### config.mk
export PLATFORM = sky130hd
export DESIGN_NAME = uart_rx_byte
export DESIGN_NICKNAME = d
export VERILOG_FILES = /design/src/rtl/uart_rx_byte.sv
export SDC_FILE = /design/constraint.sdc
export NUM_CORES = 1
export LEC_CHECK = 0
export CAP_MARGIN = 20
export CELL_PAD_IN_SITES_DETAIL_PLACEMENT = 1
export CELL_PAD_IN_SITES_GLOBAL_PLACEMENT = 1
export CORE_MARGIN = 2
export CORE_UTILIZATION = 45
export CTS_CLUSTER_SIZE = 20
export DETAILED_ROUTE_END_ITERATION = 8
export DONT_BUFFER_PORTS = 1
export HOLD_SLACK_MARGIN = 0.08
export PLACE_DENSITY_LB_ADDON = 0.08
export SLEW_MARGIN = 20
export SYNTH_ARGS = -nofsm -noshare
export SYNTH_HDL_FRONTEND = slang
export SYNTH_SLANG_ARGS = --single-unit
### constraint.sdc
create_clock -name clk_sys -period 1.7 [get_ports clk_sys]
set_clock_uncertainty 0.05 [all_clocks]
set_input_delay 0.17 -clock clk_sys [delete_from_list [all_inputs] [get_ports clk_sys]]
set_output_delay 0.17 -clock clk_sys [all_outputs]
set_load 0.05 [all_outputs]
### src/rtl/uart_rx_byte.sv
// uart_rx_byte: 8N1-style UART receiver with a check slot, delivering bytes
// on a valid/ack handshake with parity, framing and overrun status.
module uart_rx_byte #(
    parameter int CLK_DIV  = 868,
    parameter int PAR_MODE = 0
) (
    input  logic       clk_sys,
    input  logic       rst_n,
    input  logic       uart_rx,
    input  logic       rx_ack,
    output logic [7:0] rx_data,
    output logic       rx_vld,
    output logic       par_err,
    output logic       frm_err,
    output logic       ovr_err,
    output logic       rx_busy
);
    typedef enum logic [2:0] {IDLE, START, DATA, CHK, STOP, WAIT_HI} state_t;

    localparam logic [15:0] HALF = 16'(CLK_DIV / 2 - 1);
    localparam logic [15:0] FULL = 16'(CLK_DIV - 1);

    state_t      state, state_nx;
    logic        sync1, line_s;
    logic [15:0] bit_cnt;
    logic [2:0]  bit_idx;
    logic [7:0]  shift;
    logic        chk_bit;
    logic        half_hit, full_hit, restart, good, bad, par;

    assign half_hit = bit_cnt == HALF;
    assign full_hit = bit_cnt == FULL;
    assign restart  = (state == START) ? half_hit : full_hit;
    assign rx_busy  = state != IDLE;
    assign par      = (PAR_MODE == 1) ? (chk_bit != ^shift) :
                      (PAR_MODE == 2) ? (chk_bit != ~^shift) : 1'b0;

    always_comb begin
        state_nx = state;
        good     = 1'b0;
        bad      = 1'b0;
        case (state)
            IDLE:    if (!line_s) state_nx = START;
            START:   if (half_hit) state_nx = line_s ? IDLE : DATA;
            DATA:    if (full_hit && bit_idx == 3'd7) state_nx = CHK;
            CHK:     if (full_hit) state_nx = STOP;
            STOP: begin
                if (full_hit) begin
                    state_nx = line_s ? IDLE : WAIT_HI;
                    good     = line_s;
                    bad      = !line_s;
                end
            end
            // a held-low line (break) must go high before another start is seen
            WAIT_HI: if (line_s) state_nx = IDLE;
            default: state_nx = IDLE;
        endcase
    end

    always_ff @(posedge clk_sys or negedge rst_n) begin
        if (!rst_n) begin
            sync1   <= 1'b1;
            line_s  <= 1'b1;
            state   <= IDLE;
            bit_cnt <= '0;
            bit_idx <= '0;
            shift   <= '0;
            chk_bit <= 1'b0;
            rx_data <= '0;
            rx_vld  <= 1'b0;
            par_err <= 1'b0;
            frm_err <= 1'b0;
            ovr_err <= 1'b0;
        end else begin
            sync1   <= uart_rx;
            line_s  <= sync1;
            state   <= state_nx;
            bit_cnt <= (state == IDLE || state == WAIT_HI || restart) ? 16'd0 : bit_cnt + 16'd1;
            if (state == START) bit_idx <= '0;
            if (state == DATA && full_hit) begin
                shift   <= {line_s, shift[7:1]};
                bit_idx <= bit_idx + 3'd1;
            end
            if (state == CHK && full_hit) chk_bit <= line_s;
            frm_err <= bad;
            ovr_err <= good && rx_vld && !rx_ack;
            if (good) begin
                rx_data <= shift;
                par_err <= par;
                rx_vld  <= 1'b1;
            end else if (rx_ack) begin
                rx_vld  <= 1'b0;
            end
        end
    end
endmodule

======== Yosys cells after proc, flatten, opt, wreduce, memory -nomap -nowiden ========
Cells that the tools add are included.
word-level totals
  register bits after elaboration ......... 43
  logic and storage cells ................. 58
operators by class
  add/subtract/negate cells ............... 2
  eq/ne operators ......................... 14
  muxes and demuxes ....................... 19
  reduce and logical (&&, ||, !) cells .... 13
operator list
  operator                                                            number
  3-bit 2-to-1 mux                                                    9
  3-bit case mux with 6 select lines                                  1
  16-bit by 1-bit adder with 16-bit output (second input constant)    1
  16-bit by 10-bit == test with 1-bit output (second input constant)  1
  16-bit by 9-bit == test with 1-bit output (second input constant)   1
  16-bit 2-to-1 mux                                                   1
  2-bit inequality test (second input constant)                       6
  3-bit == test (second input constant)                               3
  1-bit 2-to-1 mux                                                    7
  3-bit by 2-bit == test with 1-bit output (second input constant)    2
  6-bit AND reduction                                                 1
  1-bit logical AND                                                   4
  2-bit nonzero test                                                  2
  3-bit by 1-bit adder with 3-bit output (second input constant)      1
  3-bit by 1-bit == test with 1-bit output (second input constant)    1
  3-bit logical NOT                                                   1
  3-bit nonzero test                                                  1
  1-bit logical NOT                                                   2
  1-bit logical OR                                                    2
  2-bit 2-to-1 mux                                                    1

======== Depth between registers and ports, before layout ========
Gate-level depths: netlist (run 1).
  depth after elaboration ................. 5
  depth in mapped cells ................... 7

======== Worst setup path after synthesis (run 1) ========
OpenSTA, ideal clock, no wires.
  path type ............................... register to register
  from .................................... reg line_s
  to ...................................... reg state[0]
  library setup time ...................... 0.127 ns
  data arrival time ....................... 1.666 ns
  setup slack ............................. -0.143 ns
  stages on the path, launching flop included .. 7
  buffers on the path ..................... 1
  clock period less this slack ............ 1.843 ns
  cells stage by stage .................... dfstp_2 -> clkbuf_1 -> nor2_1 -> a211oi_1 -> o41ai_4 -> nand2_1 -> mux2_1
on the way
  word-level cells in the longest chain between the ends .. 3
ends and longest elaborated chain
  what                                line  source
  start, declared                     24    logic sync1, line_s;
  start signal, assigned              76    line_s <= sync1;
  3-bit 2-to-1 mux                    49    state_nx = line_s ? IDLE : WAIT_HI;
  3-bit 2-to-1 mux                    48    if (full_hit) begin
  3-bit case mux with 6 select lines  42    case (state)
  end signal, assigned                77    state <= state_nx;
  end, declared                       23    state_t state, state_nx;
Parallel ways exist; a longest one is shown, timed or not. The select of a mux whose other input is x is not followed.
A chain may end at the register's enable or synchronous reset.

======== Worst setup path after layout (run 1) ========
  from .................................... reg bit_cnt[0]
  to ...................................... reg state[0]
on the way
  word-level cells in the longest chain between the ends .. 4
ends and longest elaborated chain
  what                                        line  source
  start, declared                             25    logic [15:0] bit_cnt;
  start signal, assigned                      78    bit_cnt <= (state == IDLE || state == WAIT_HI || restart) ? 16'd0 : bit_cnt + 16'd1;
  16-bit by 10-bit == test with 1-bit output  32    assign full_hit = bit_cnt == FULL;
  1-bit logical AND                           45    DATA: if (full_hit && bit_idx == 3'd7) state_nx = CHK;
  2-bit inequality test (no source line)      n/a
  6-bit AND reduction (no source line) *      n/a
Every way passes the cells marked *; elsewhere a longest branch is shown, timed or not.

==> Flow_metrics.wiki, run 1 <==
{| class="wikitable"
! Metric !! Value
|-
| Result of the run || finished with violations
|-
| Violated checks || negative setup slack
|-
| CTS Root Buffer Type || clkbuf_8
|-
| Synth Cell Area || approximately 2000 um2
|-
| Leading cell type in the layout, fill and taps excluded || dfrtp_1
|-
| Tot GR Track Use || 0.202
|-
| Wire length on met3 || 126 um
|-
| Largest fanout of any net on the critical path || 5
|-
| Total of endpoints with negative setup slack in the final report || 35
|-
| Number of flip-flops and latches in the synthesized netlist || 43
|-
| LEAKAGE || 1.26 nW
|-
| Worst setup slack after placement || -165 ps
|-
| Diode count || 0
|-
| Number of distinct library cells after synthesis || 40
|-
| Area of the core || about 4400 um2
|-
| Drt first pass iters || 4
|-
| Routed WL || 4.50 mm
|-
| Die Area || 5130 um2
|-
| Number of buffers inserted during clock tree synthesis || 5
|-
| Fin crit share || 1.06
|-
| Post-synthesis net count || 188
|-
| Global-route wire length before repair || 7.94 mm
|-
| Drt wl/cell || 16.5 um
|-
| Worst Reg2Reg Path Length in Cells || 7
|-
| FF-to-FF Start || bit_cnt[0]
|-
| WP data arrival || 1940 ps
|-
| Max-slew violation count || 0
|-
| Port-buffer cells || 0
|-
| Estimated wirelength of the detail-placed design || 3.16 mm
|-
| Critical path type || reg -> reg
|-
| Type of the tightest min-delay check || in -> async
|-
| Vias in the first global route || 1632
|-
| DR DRC count || 0
|-
| Reg-to-Reg End || state[0]
|-
| Area growth syn-to-layout || 26.9%
|-
| Maximum number of buffers from clock root to sink || 2
|-
| Power density cells || 667 nW/um2
|-
| Most frequent cells in the layout || dfrtp_1, buf_4, nor2_1, nand2_1
|-
| Count of boundary I/O pins || 17
|-
| Cell Chain, Critical Path || ha_4 -> nor4b_2 -> and4_2 -> buf_4 -> a21oi_1 -> nor3_1 -> mux2_1
|-
| EDFF count, synth || 0
|-
| Die boundary height || about 72 um
|-
| Vias post-DR || 1442
|-
| Worst endpoint required time || 1840 ps
|-
| Worst reg2reg setup slack || -100 ps
|-
| RSZ-0062 raised after global routing || true
|-
| Number of vias per cell after detailed routing || 5.28
|-
| Row Count || 24
|-
| Top metal layer carrying routed signals || met4
|-
| Setup slack of the critical path after layout || -101 ps
|-
| Crit end category || flip-flop
|-
| Initial Utilization || 0.469
|-
| DR iter-0 viols || 89
|-
| Final Core Density || 0.596
|-
| Number of H-tree levels || 2
|-
| Startpoint Class || flip-flop
|-
| Final GP Congestion || 0.816
|-
| Sequential area share after synthesis || 0.524
|-
| Net count of the finished layout || 228
|-
| Power, Total || 1.74 mW
|-
| Minimum clock period after layout || 1800 ps
|-
| Total of warnings raised by yosys || 0
|-
| Insertion delay of the later-clocked pin in the worst-skew pair || 310 ps
|-
| Met2 routed WL || 2.34 mm
|-
| Width of the chip || 71.6 um
|-
| Synthesized netlist cell count || 180
|-
| Maximum vdd drop || around 0.00032 V
|-
| Antenna violations before repair || 0
|-
| Remaining global-route overflow || 0
|-
| Max Clock Freq || ~0.56 GHz
|-
| Final Hold Fails || 0
|-
| Largest net degree at the start of global routing || 44
|-
| Fraction of final layout cells with drive strength greater than 1 || 0.371
|-
| Mean post-synth cell area || 11.4 um2
|-
| Commonest register cell after synthesis || dfrtp_1
|-
| Wire length on met1 || 1.94 mm
|-
| CTS tree || yes
|-
| Final antenna-violating net count || 0
|-
| Cell with the biggest individual delay on the critical path || dfrtp_2
|-
| Reported max-cap violation count || 0
|-
| Share of synthesized flip-flops with an asynchronous set or reset || 1.00
|-
| Clock sink count || 43
|-
| Critical Path Max Stage Delay || between 400 and 500 ps
|-
| Clock-pin slew on the worst setup and hold paths || 90 ps
|}
## worst max-delay path, delay by kind of cell (launching register included)
kind	cells	cell delay, ps
simple gates	3	440
fa+ha+maj	1	170
buf+inv	1	150
compound gates	1	140
flops	1	460
mux	1	280
## report_power, final
group          total (mW)  internal, mW  switching [mW]  leakage, nW
Combinational      0.0420        0.0124          0.0295        0.636
Clock               0.672         0.294           0.379       0.0443
Sequential           1.03          1.03         0.00101        0.576
Total                1.74          1.33           0.409         1.26
## synthesized netlist by cell type, types with 4 or more instances
master | instances | share of area
dfrtp_1 | 41 | 0.50
ha_1 | 4 | 0.024
mux2_2 | 18 | 0.098
nand2_1 | 17 | 0.031
nand4_1 | 4 | 0.012
nor2_1 | 27 | 0.049
xnor2_1 | 7 | 0.030
xor2_1 | 8 | 0.034
## registers in the layout, summed over array words and instances (netlist names)
register  flops
rx_vld        1
shift         8
ovr_err       1
frm_err       1
sync1         1
bit_cnt      16
state         3
bit_idx       3
line_s        1
rx_data       8
## metal layers
metal | GRT usage | vias to the layer above
met5 | 0 | -
met4 | 0.0755 | 0
met3 | 0.0436 | 9
met2 | 0.354 | 20
met1 | 0.243 | 721
li1 | - | 692
## kinds of logic after synthesis
family,share of synthesized area
AO/OA/AOI/OAI,0.0468
XOR/XNOR,0.0638
adder cells (fa/ha/maj),0.0243
buffers and inverters,0.0322
flip-flops,0.524
multiplexers,0.104
other,0.00182
AND/OR/NAND/NOR,0.203
## per-stage QoR
step / TNS, ps / instances / cell area (um2) / hold WS, ps
after floorplan: -742 / 180 / 2110 / -176
after global placement: -1240 / 258 / 2400 / -175
after detailed placement: -2710 / 258 / 2400 / -175
after CTS: -2620 / 273 / 2610 / 271
after global routing: -5460 / 273 / 2610 / 312
final: -2130 / 273 / 2610 / 291
## timing repair
action / in CTS / in global routing
gates resized for setup: 13 / 4
hold buffers: 4 / 0
gates cloned: 1 / 0
setup buffers: 2 / 0
pin swaps: 1 / 2
endpoints found under the setup margin: 39 / 41
endpoints found under the hold margin: 46 / 0
## how the worst max path moves through the flow
| stage | endpoint | slack (ps) | cells after the start | from |
|---|---|---|---|---|
| 2_1_floorplan | shift[4] | -60 | 5 | bit_cnt[13] |
| 3_3_place_gp | rx_data[0] | -90 | 4 | bit_cnt[13] |
| 3_5_place_dp | rx_data[0] | -170 | 5 | bit_cnt[0] |
| 4_1_cts | state[0] | -110 | 7 | bit_cnt[0] |
| 5_1_grt | state[0] | -180 | 5 | bit_cnt[13] |
| 6_report | state[0] | -100 | 7 | bit_cnt[0] |
## area by class of cell
cell class,instances,area (um2)
clock buffer,5,68.8
sequential,43,1080
fill,463,1770
inverter,3,11.3
tap,52,65.1
multi-input combinational,125,986
clock inverter,3,25.0
timing repair buffer,42,375
Power figures use the tool's default switching activity.
==> run 2: changes to the inputs <==
Clock period 1.7 ns to 2 ns, I/O delays scaled along.
==> run 2 against run 1 <==
Compared with the run above:
- the flow now finishes without violations
- routed wire length is 9.3% lower
- core utilization is 7.4 points lower
- combinational power shrank 20%
- critical path type unchanged
==> Flow_metrics.wiki, run 2 (synthesis gave the netlist of run 1 again) <==
{| class="wikitable"
! Metric !! Value
|-
| Clock sink count || 43
|-
| Post-Route Hold Slack || about 310 ps
|-
| Clock-pin slew on the worst setup and hold paths || 80 ps
|-
| Row Count || 24
|-
| Startpoint Class || flip-flop
|-
| Result of the run || complete, no violations
|-
| Fin crit share || 0.958
|-
| Drt wl/cell || between 15 and 20 um
|-
| Leading cell type in the layout, fill and taps excluded || dfrtp_1
|-
| Diode count || 0
|-
| Register with the most flip-flops || bit_cnt
|-
| Cell Chain, Critical Path || ha_1 -> nor4b_2 -> and4_4 -> nand4_4 -> mux2_2
|-
| Largest net degree at the start of global routing || 44
|-
| DR DRC count || 0
|-
| Vias in the first global route || 1470
|-
| Final GP Congestion || just under 0.8
|-
| Drt first pass iters || 4
|-
| Max-slew violation count || 0
|-
| Top delay family on crit path || simple AND/OR/NAND/NOR gates
|-
| Power, Total || about 1.4 mW
|-
| Final antenna-violating net count || 0
|-
| Fraction of final layout cells with drive strength greater than 1 || 0.233
|-
| Reported max-cap violation count || 0
|-
| Remaining global-route overflow || 0
|-
| Net count of the finished layout || approximately 200
|-
| Largest register FFs || 16
|-
| Setup tns final || 0 ps
|-
| Buf/Inv on CP || 0
|-
| Max Clock Freq || 0.522 GHz
|-
| Final Hold Fails || 0
|-
| Vias post-DR || 1310
|-
| Crit end category || flip-flop
|-
| Count of boundary I/O pins || 17
|-
| Post-CTS setup buffer count || 0
|-
| Critical path type || reg -> reg
|-
| Die boundary height || ~72 um
|-
| Number of H-tree levels || 2
|-
| CTS Root Buffer Type || clkbuf_8
|-
| DR iter-0 viols || 63
|-
| Most frequent cells in the layout || dfrtp_1, nor2_1, mux2_2, nand2_1, xor2_1
|-
| Minimum clock period after layout || 1920 ps
|-
| Antenna violations before repair || 0
|-
| Worst reg2reg setup slack || roughly 84 ps
|-
| Total of endpoints with negative setup slack in the final report || 0
|-
| Worst endpoint required time || 2130 ps
|-
| Maximum number of buffers from clock root to sink || 2
|-
| Top Registers || bit_cnt (16), rx_data (8), shift (8)
|-
| CTS tree || yes
|-
| Power density cells || 634 nW/um2
|-
| RSZ-0062 raised after global routing || true
|-
| WP data arrival || 2040 ps
|-
| Estimated wirelength of the detail-placed design || 2.83 mm
|-
| Die Area || 5130 um2
|-
| Finished Cell Area || 2290 um2
|-
| Maximum vdd drop || 0.000348 V
|-
| Area growth syn-to-layout || 11.1%
|-
| Port-buffer cells || 0
|-
| Largest fanout of any net on the critical path || 10
|-
| Critical Path Max Stage Delay || 440 ps
|-
| Global-route wire length before repair || 7.22 mm
|-
| Cell with the biggest individual delay on the critical path || dfrtp_1
|-
| Number of buffers inserted during clock tree synthesis || 5
|-
| Width of the chip || 71.6 um
|-
| Type of the tightest min-delay check || reg -> reg
|-
| Insertion delay of the later-clocked pin in the worst-skew pair || 300 ps
|-
| Area of the core || 4380 um2
|-
| Tot GR Track Use || 0.183
|-
| Routed WL || 4.08 mm
|-
| Initial Utilization || 0.469
|-
| Number of vias per cell after detailed routing || 5.44
|-
| LEAKAGE || 1.07 nW
|-
| Total placed instance area || around 2100 um2
|}
## run 2: cell count changes in the layout (fill, tap and decap cells not counted), sizes merged
| cell | delta |
|---|---|
| clkinv | -1 |
| buf | -32 |
| clkbuf | +1 |
## run 2: area by class of cell
class / instances / area (um2)
Sequential cell: 43 / 1080
Inverter: 3 / 11.3
Tap cell: 52 / 65.1
Multi-Input combinational cell: 125 / 930
Clock inverter: 2 / 12.5
Clock buffer: 6 / 72.6
Fill cell: 469 / 2100
Timing Repair Buffer: 10 / 115
## run 2: through the flow
stage          utilization  std cells  setup slack, ps
4_1_cts              0.518        241             14.2
3_3_place_gp         0.485        229             67.2
5_1_grt              0.521        241            -1.06
2_1_floorplan            -        180              157
3_5_place_dp         0.485        229            -20.9
6_report             0.521        241             84.3
## run 2: what timing repair did
item                       in CTS  in global routing
hold buffers                    4                  0
setup endpoints to repair       8                  9
resized for setup               1                  4
hold endpoints to repair       46                  0
## run 2: final timing paths
check	endpoint	start	cells after the start
max	rx_data[5]	bit_cnt[0]	5
min	line_s	sync1	0
max reg2reg	rx_data[5]	bit_cnt[0]	5
min reg2reg	line_s	sync1	0
max in group asynchronous	sync1	rst_n	2
min in group asynchronous	frm_err	rst_n	2
## run 2: power by group
part / switching (mW) / internal [mW] / leakage (nW) / total (mW)
clock network: 0.296 / 0.244 / 0.0412 / 0.540
logic: 0.0227 / 0.0109 / 0.450 / 0.0335
registers: 0.00295 / 0.872 / 0.577 / 0.875
## run 2: worst reg2reg max path: cells and delay by family, from the launching register on
| kind | cells | cell delay [ps] |
|---|---|---|
| fa+ha+maj | 1 | 220 |
| flops | 1 | 440 |
| mux | 1 | 340 |
| simple gates | 3 | 750 |
## run 2: routing by layer
metal | wire length [um] | GRT usage | share of wire | vias to the layer above
met5 | 0 | 0 | 0 | -
met3 | 125 | 0.0492 | 0.031 | 5
li1 | - | - | - | 622
met2 | 2010 | 0.296 | 0.49 | 16
met1 | 1900 | 0.245 | 0.47 | 667
met4 | 49 | 0.0503 | 0.012 | 0
